**config.mk**
```make
export PLATFORM = sky130hd
export DESIGN_NAME = reg_bus_master
export DESIGN_NICKNAME = d
export VERILOG_FILES = /design/src/rtl/reg_bus_master_pkg.sv /design/src/rtl/reg_bus_master.sv
export SDC_FILE = /design/constraint.sdc
export NUM_CORES = 1
export LEC_CHECK = 0
export ABC_AREA = 1
export CORE_MARGIN = 5
export CORE_UTILIZATION = 50
export CTS_CLUSTER_SIZE = 28
export DETAILED_ROUTE_END_ITERATION = 16
export DONT_BUFFER_PORTS = 1
export RECOVER_POWER = 100
export REMOVE_ABC_BUFFERS = 1
export SYNTH_ARGS = -nofsm -noshare
export SYNTH_HDL_FRONTEND = slang
export SYNTH_SLANG_ARGS = --single-unit
```
**constraint.sdc**
```tcl
create_clock -name clk -period 2.95 [get_ports clk]
set_input_delay 0.7375 -clock clk [delete_from_list [all_inputs] [get_ports clk]]
set_output_delay 0.7375 -clock clk [all_outputs]
set_load 0.1 [all_outputs]
```
**src/rtl/reg_bus_master_pkg.sv**
```systemverilog
// ============================================================================
// Module      : reg_bus_master_pkg
// Description : Shared definitions for the byte-stream register bus master:
//               FSM encoding, command byte layout, slave read latency.
// Revision    : 1.0 - initial release
// ============================================================================
`default_nettype none

package reg_bus_master_pkg;

    typedef enum logic [3:0] {
        ST_IDLE      = 4'd0,
        ST_GET_LEN   = 4'd1,
        ST_HYP       = 4'd2,
        ST_WR_DATA   = 4'd3,
        ST_WR_STROBE = 4'd4,
        ST_RD_STROBE = 4'd5,
        ST_RD_CAP    = 4'd6,
        ST_RD_SEND   = 4'd7,
        ST_DONE      = 4'd8
    } state_t;

    localparam int CMD_RW_BIT   = 7;
    localparam int CMD_RSVD_BIT = 6;
    localparam int CMD_ADDR_MSB = 5;

    localparam int         RD_LATENCY  = 1;
    localparam logic [1:0] RD_LAT_LAST = 2'(RD_LATENCY - 1);

    localparam logic [15:0] MAX_LEN = 16'd255;

    // Slave-reported lengths are capped so a transfer never exceeds one len byte.
    function automatic logic [15:0] clamp_len(input logic [15:0] len);
        return (len > MAX_LEN) ? MAX_LEN : len;
    endfunction

endpackage

`default_nettype wire

```
**src/rtl/reg_bus_master.sv**
```systemverilog
// ============================================================================
// Module      : reg_bus_master
// Description : Converts a framed command byte stream into register read and
//               write strobes, returning read data on a byte stream.
// Revision    : 1.0 - initial release
// ============================================================================
`default_nettype none

module reg_bus_master
    import reg_bus_master_pkg::*;
#(
    parameter logic [15:0] TIMEOUT = 16'd1000
) (
    input  logic        clk,
    input  logic        reset_i,
    input  logic [7:0]  cmd_data,
    input  logic        cmd_valid,
    output logic        cmd_ready,
    output logic [7:0]  rsp_data,
    output logic        rsp_valid,
    input  logic        rsp_ready,
    output logic [5:0]  reg_address,
    output logic [15:0] reg_bytecnt,
    output logic [7:0]  reg_datao,
    input  logic [7:0]  reg_datai,
    output logic [15:0] reg_size,
    output logic        reg_read,
    output logic        reg_write,
    output logic        reg_addrvalid,
    output logic [5:0]  reg_hypaddress,
    input  logic [15:0] reg_hyplen,
    output logic        busy,
    output logic        err
);

    state_t      state_q,   state_d;
    logic        rw_q,      rw_d;
    logic [5:0]  addr_q,    addr_d;
    logic [5:0]  hypaddr_q, hypaddr_d;
    logic [15:0] size_q,    size_d;
    logic [15:0] bytecnt_q, bytecnt_d;
    logic [7:0]  datao_q,   datao_d;
    logic [7:0]  rsp_q,     rsp_d;
    logic        err_q,     err_d;
    logic [15:0] to_cnt_q,  to_cnt_d;
    logic [1:0]  lat_cnt_q, lat_cnt_d;

    logic [15:0] w_hyp_len;
    logic        w_last;
    logic        unused_rsvd;

    assign w_hyp_len   = clamp_len(reg_hyplen);
    assign w_last      = (bytecnt_q == size_q - 16'd1);
    assign unused_rsvd = cmd_data[CMD_RSVD_BIT];

    always_ff @(posedge clk) begin
        if (reset_i) begin
            state_q   <= ST_IDLE;
            rw_q      <= 1'b0;
            addr_q    <= 6'd0;
            hypaddr_q <= 6'd0;
            size_q    <= 16'd0;
            bytecnt_q <= 16'd0;
            datao_q   <= 8'd0;
            rsp_q     <= 8'd0;
            err_q     <= 1'b0;
            to_cnt_q  <= 16'd0;
            lat_cnt_q <= 2'd0;
        end else begin
            state_q   <= state_d;
            rw_q      <= rw_d;
            addr_q    <= addr_d;
            hypaddr_q <= hypaddr_d;
            size_q    <= size_d;
            bytecnt_q <= bytecnt_d;
            datao_q   <= datao_d;
            rsp_q     <= rsp_d;
            err_q     <= err_d;
            to_cnt_q  <= to_cnt_d;
            lat_cnt_q <= lat_cnt_d;
        end
    end

    always_comb begin
        state_d   = state_q;
        rw_d      = rw_q;
        addr_d    = addr_q;
        hypaddr_d = hypaddr_q;
        size_d    = size_q;
        bytecnt_d = bytecnt_q;
        datao_d   = datao_q;
        rsp_d     = rsp_q;
        err_d     = err_q;
        to_cnt_d  = to_cnt_q;
        lat_cnt_d = lat_cnt_q;

        case (state_q)
            ST_IDLE: begin
                if (cmd_valid) begin
                    rw_d      = cmd_data[CMD_RW_BIT];
                    addr_d    = cmd_data[CMD_ADDR_MSB:0];
                    bytecnt_d = 16'd0;
                    err_d     = 1'b0;
                    state_d   = ST_GET_LEN;
                end
            end
            ST_GET_LEN: begin
                if (cmd_valid) begin
                    if (cmd_data == 8'd0) begin
                        hypaddr_d = addr_q;
                        state_d   = ST_HYP;
                    end else begin
                        size_d  = {8'd0, cmd_data};
                        state_d = rw_q ? ST_RD_STROBE : ST_WR_DATA;
                    end
                end
            end
            ST_HYP: begin
                size_d = w_hyp_len;
                if (w_hyp_len == 16'd0) begin
                    err_d   = 1'b1;
                    state_d = ST_DONE;
                end else begin
                    state_d = rw_q ? ST_RD_STROBE : ST_WR_DATA;
                end
            end
            ST_WR_DATA: begin
                if (cmd_valid) begin
                    datao_d = cmd_data;
                    state_d = ST_WR_STROBE;
                end
            end
            ST_WR_STROBE: begin
                if (w_last) begin
                    state_d = ST_DONE;
                end else begin
                    bytecnt_d = bytecnt_q + 16'd1;
                    state_d   = ST_WR_DATA;
                end
            end
            ST_RD_STROBE: begin
                lat_cnt_d = 2'd0;
                state_d   = ST_RD_CAP;
            end
            ST_RD_CAP: begin
                if (lat_cnt_q == RD_LAT_LAST) begin
                    rsp_d    = reg_datai;
                    to_cnt_d = 16'd0;
                    state_d  = ST_RD_SEND;
                end else begin
                    lat_cnt_d = lat_cnt_q + 2'd1;
                end
            end
            ST_RD_SEND: begin
                // The next read is held off here, so at most one byte is ever buffered.
                if (rsp_ready) begin
                    if (w_last) begin
                        state_d = ST_DONE;
                    end else begin
                        bytecnt_d = bytecnt_q + 16'd1;
                        state_d   = ST_RD_STROBE;
                    end
                end else if (to_cnt_q == TIMEOUT - 16'd1) begin
                    err_d   = 1'b1;
                    state_d = ST_DONE;
                end else begin
                    to_cnt_d = to_cnt_q + 16'd1;
                end
            end
            ST_DONE: begin
                state_d = ST_IDLE;
            end
            default: begin
                state_d = ST_IDLE;
            end
        endcase
    end

    assign cmd_ready      = !reset_i && ((state_q == ST_IDLE) || (state_q == ST_GET_LEN) ||
                                         (state_q == ST_WR_DATA));
    assign rsp_valid      = (state_q == ST_RD_SEND);
    assign rsp_data       = rsp_q;
    assign reg_write      = (state_q == ST_WR_STROBE);
    assign reg_read       = (state_q == ST_RD_STROBE);
    assign reg_addrvalid  = (state_q == ST_HYP)       || (state_q == ST_WR_DATA) ||
                            (state_q == ST_WR_STROBE) || (state_q == ST_RD_STROBE) ||
                            (state_q == ST_RD_CAP)    || (state_q == ST_RD_SEND);
    assign reg_address    = addr_q;
    assign reg_hypaddress = hypaddr_q;
    assign reg_size       = size_q;
    assign reg_bytecnt    = bytecnt_q;
    assign reg_datao      = datao_q;
    assign busy           = (state_q != ST_IDLE);
    assign err            = err_q;

endmodule

`default_nettype wire

```
== Word level (Yosys, flattened, before mapping) ==
Index checks and enable logic that the tools add are counted.
Widths: inputs -> output; s select.
Storage, ports and cells
  output and inout bits: 67
  ROM bits: 0
  input port bits: 36
  logic and storage cells: 97
  memories: 0
  bits in registers: 84
  RAM bits: 0
  latch bits: 0
Operators by class
  shift-type cells: 0
  $add $sub $neg: 4
  order comparisons: 1
  eq/ne operators: 21
  muxes and demuxes: 31
  bitwise operators: 0
  reduce and logical (&&, ||, !) cells: 29
  divide/modulo/power cells: 0
  multiply operators: 0
Operator list (number)
  $mux 16: 9
  $pmux 16 s2: 2
  $pmux 16 s3: 1
  $mux 4: 9
  $add 16x1->16 const B: 2
  $pmux 4 s8: 1
  $ne 2x2->1 const B: 9
  $eq 16x10->1 const B: 1
  $eq 16x16->1: 1
  $eq 4x3->1 const B: 4
  $gt 16x8->1 const B: 1
  $logic_not 16->1: 1
  $sub 16x1->16 const B: 1
  $reduce_and 5->1: 2
  $reduce_and 3->1: 3
  $eq 4x2->1 const B: 2
  $logic_not 8->1: 1
  $reduce_and 2->1: 4
  $logic_or 1x1->1: 7
  $mux 3: 2
  $reduce_bool 2->1: 3
  $reduce_bool 3->1: 2
  $eq 4x1->1 const B: 1
  $logic_not 4->1: 1
  other kinds (12): 16

== Depth between registers and ports, before layout ==
  depth in word-level cells: 6
  depth in mapped cells: 16
  mapped depth without buffers: 16

== Worst setup path before layout ==
No wires, ideal clock.
  path kind: input -> output
  from: input reset_i
  to: output cmd_ready
  buffers on the path: 1
  slack: -797 ps
  required time: 2213 ps
  arrival: 3010 ps
  stages on the path: 2
  path through: clkbuf_1 > nor3_1
On the way
  longest elaborated chain between the ends: 2
Ends and longest elaborated chain
  from (decl): RTL line reg_bus_master.sv:15  | input logic reset_i,
  $logic_not 1->1: RTL line reg_bus_master.sv:179  | assign cmd_ready = !reset_i && ((state_q == ST_IDLE) || (state_q == ST_GET_LEN) ||
  $logic_and 1x1->1: RTL line reg_bus_master.sv:179
  to (decl): RTL line reg_bus_master.sv:18  | output logic cmd_ready,
No other way between the ends.

== Final worst setup path ==
  from: register bytecnt_q[7] (netlist: reg_bytecnt[7])
  to: register bytecnt_q[8] (netlist: reg_bytecnt[8])
On the way
  longest elaborated chain between the ends: 4
  elaborated cells on any way between the ends: 5
  classes of those cells: add/sub: 1; eq/ne: 1; mux: 3
Ends and longest elaborated chain
  from (decl): RTL line reg_bus_master.sv:41  | logic [15:0] bytecnt_q, bytecnt_d;
  from (signal assigned): RTL line reg_bus_master.sv:75  | bytecnt_q <= bytecnt_d;
  $add 16x1->16 or $eq 16x16->1 (tied branches): RTL line reg_bus_master.sv:137, reg_bus_master.sv:160, reg_bus_master.sv:53
  $mux 16 *: RTL line reg_bus_master.sv:134, reg_bus_master.sv:157
  $mux 16: RTL line reg_bus_master.sv:156  | if (rsp_ready) begin
  $pmux 16 s3 *: RTL line reg_bus_master.sv:97  | case (state_q)
Mark *: on every way between the ends. The rest lies on a longest branch, timed or not. The select of a mux whose other input is x is not followed.
A chain may end at the register's enable or synchronous reset.

==> out/metrics.yaml <==
placementRows: 36
viasPerCell: 5.319
cts_resized: 0
io_pins: 103
clock_path_buffers: 2
max_freq_mhz: 364.4
pwr-share-comb: 0.546
seqPwrFrac: 0.298
synth-seq-area-share: 0.3450
power_density_nw_per_um2: 976.7
grtUsageTotal: 0.2351
finalHoldViolCount: 0
antenna_left: 0
drive_above_1_share: 0.07898
leakage_nw: 2.237
post_cts.repair.setup_buffers: 0
synth.avg_cell_area_um2: 6.587
max_slew_margin: 0.03837
routed_wl_um: 13550
critPathArrivalTime_ns: 3.05
synth_flop_cell: "dfxtp_1"
area_growth_pct: 10.93
vias: 4883
overflow: 0
die_w_um: 108.7
fin_crit_sh: 0.9304
cts_made_buffers: 9
cts_tree: "yes"
hp-class: "in -> reg"
cts_hold_buf: 0
dieArea_um2: 11820
endpoint_kind: "register"
swShare: 0.5649
yosysMostFrequentCell: "nand2_1"
cts-htree-levels: 3
cp-start-kind: "register"
nets: 820
ys_types: 40
hold-path-endpoint: "reg_bytecnt[15]"
yosysWarnings: 0
design.core.area_um2: 9639
reg2reg_to: "reg_bytecnt[8]"
r2r_cells: 8
critical_path_class: "reg -> reg"
clk_pin_slew_ns: 0.09
ys_async_sr_fraction: 0
reg2reg_slack_ns: 0.21
drt-pass1-iter-count: 5
cts_root_buf: "clkbuf_8"
r2r-start: "reg_bytecnt[7]"
yosys_register_bits: 84
fin_skew_ns: 0.008048
gp_congestion: 0.9246
antenna_found_initial: 0
ir_worst_vdd_uv: 901.9
min_period_ns: 2.745
die_h_um: 108.7
cap_violations: 0
grt_max_degree: 50
cp_max_fo: 7
hold_start: "reset_i"
insertion_delay_ns: 0.37
netlist_area_um2: 4875
min_path_cells: 1
worst_hold_slack_ns: 0.4218
numPortBuffers: 0
synth_commonest_cells: "nand2_1, inv_1, nor2_1"
tightestPinTransition_ns: 1.442
hpwl_um: 10300
n_antenna_cell: 0
rsz0062_at_grt: "no"
slew_violations: 0
start_util: 0.5057
drt_iter0_markers: 287
final.setup.tns_ns: 0
internal-power_mw: 2.298
first_global_vias: 4612
power.switching_mw: 2.984
synth_top_area_share: 0.3450
synth_area_leaders: "dfxtp_1, nand2_1, inv_1, nor2_1, a21oi_1"
synth-edff-count: 0
setup_viol: 0
grt_pass1_wl_um: 22100
drc: 0
outcome: "finished, final reports clean"
clock_sink_count: 84
cp_data_required_time_ns: 3.25
wl_per_cell_um: 14.76
netlist.top_cell.by_area: "dfxtp_1"
synthCells: 740
clockPowerShare: 0.155
==> power by group through the flow <==
stage	combinational, mW	clock, mW	sequential [mW]
2_1_floorplan	1.80	0	2.08
3_5_place_dp	2.93	0	1.60
6_report	2.89	0.821	1.57
3_3_place_gp	2.91	0	1.60
5_1_grt	3.19	0.888	1.59
4_1_cts	2.95	0.841	1.58
==> worst max path at each step <==
stage | start | to | slack, ns
floorplan | reset_i | cmd_ready | -0.62
global placement | state_q[1] | reg_size[15] | 0.51
detailed placement | state_q[1] | reg_size[8] | 0.34
CTS | state_q[1] | reg_size[8] | 0.31
global route | reg_size[1] | reg_bytecnt[6] | 0.06
finish | reg_bytecnt[7] | reg_bytecnt[8] | 0.21
==> logic make-up (layout without fill, tap and decap cells) <==
family / count (synthesis) / in the layout / share of synthesized area
simple gates: 382 / 382 / 0.3617
compound gates: 121 / 121 / 0.1348
buf+inv: 120 / 165 / 0.09471
flops: 84 / 84 / 0.3450
xor+xnor: 29 / 29 / 0.05365
fa+ha+maj: 4 / 4 / 0.01027
==> layout make-up <==
cell class                      instances  area [um^2]
Timing Repair Buffer                   49        271.5
Tap cell                              133        166.4
Multi-Input combinational cell        536         2721
Inverter                              100        375.4
Fill cell                            1029         4232
Clock buffer                            9        123.9
Sequential cell                        84         1682
Clock inverter                          7        67.56
==> layer usage <==
layer / vias up / track usage / wire, um
li1: 2495 / - / -
met1: 2224 / 0.3249 / 6253
met2: 146 / 0.3645 / 6106
met3: 18 / 0.05388 / 1018
met4: 0 / 0.07304 / 170
met5: - / 0 / 0
==> sequential cells by signal (all words and copies together), names as in the netlist, 2 cells and up <==
signal          flops
to_cnt_q           16
rsp_data            8
reg_size           16
reg_datao           8
reg_hypaddress      6
state_q             4
reg_address         6
reg_bytecnt        16
lat_cnt_q           2
==> layout by cell type (no fill, tap or decap), types with 2 or more instances in the layout <==
cell type    n
inv_1       91
buf_16       2
clkbuf_2     5
nand3_1     55
buf_4        9
nor3b_1      2
a211oi_1     6
o31ai_1      2
nand4_1     21
xor2_1      19
nand2_4      2
nor2_2       3
ha_1         4
nor4_1       9
nor2_1      90
and2_1       2
dfxtp_1     84
nand3_2      3
nor2_4       5
a31oi_1      7
nor3_1      13
inv_6        3
nand2_1    166
o21ai_0     37
clkbuf_1    32
nand3b_1     7
clkbuf_8     9
xnor2_1      9
inv_2        8
a21oi_2      3
a21oi_1     62
==> through the flow <==
step	setup slack (ns)	total power, mW	std cells	area [um^2]	util
after CTS	0.3143	5.364	918	5568	0.5776
after floorplan	-0.6233	3.879	720	4788	-
after detailed placement	0.3383	4.538	902	5376	0.5578
after global routing	0.06111	5.666	918	5408	0.5610
final	0.2054	5.282	918	5408	0.5610
after global placement	0.5125	4.510	902	5376	0.5578
==> critical path, cell delays in order, from the launching register on <==
cell and delay [ns]:
dfxtp_1 0.35, clkbuf_1 1.06, inv_1 0.18, nor4_1 0.37, nand2_1 0.14, xor2_1 0.16, nor2_1 0.13, nand4_1 0.11
a21oi_1 0.18
Note: power is estimated with default switching activity, not from simulation.
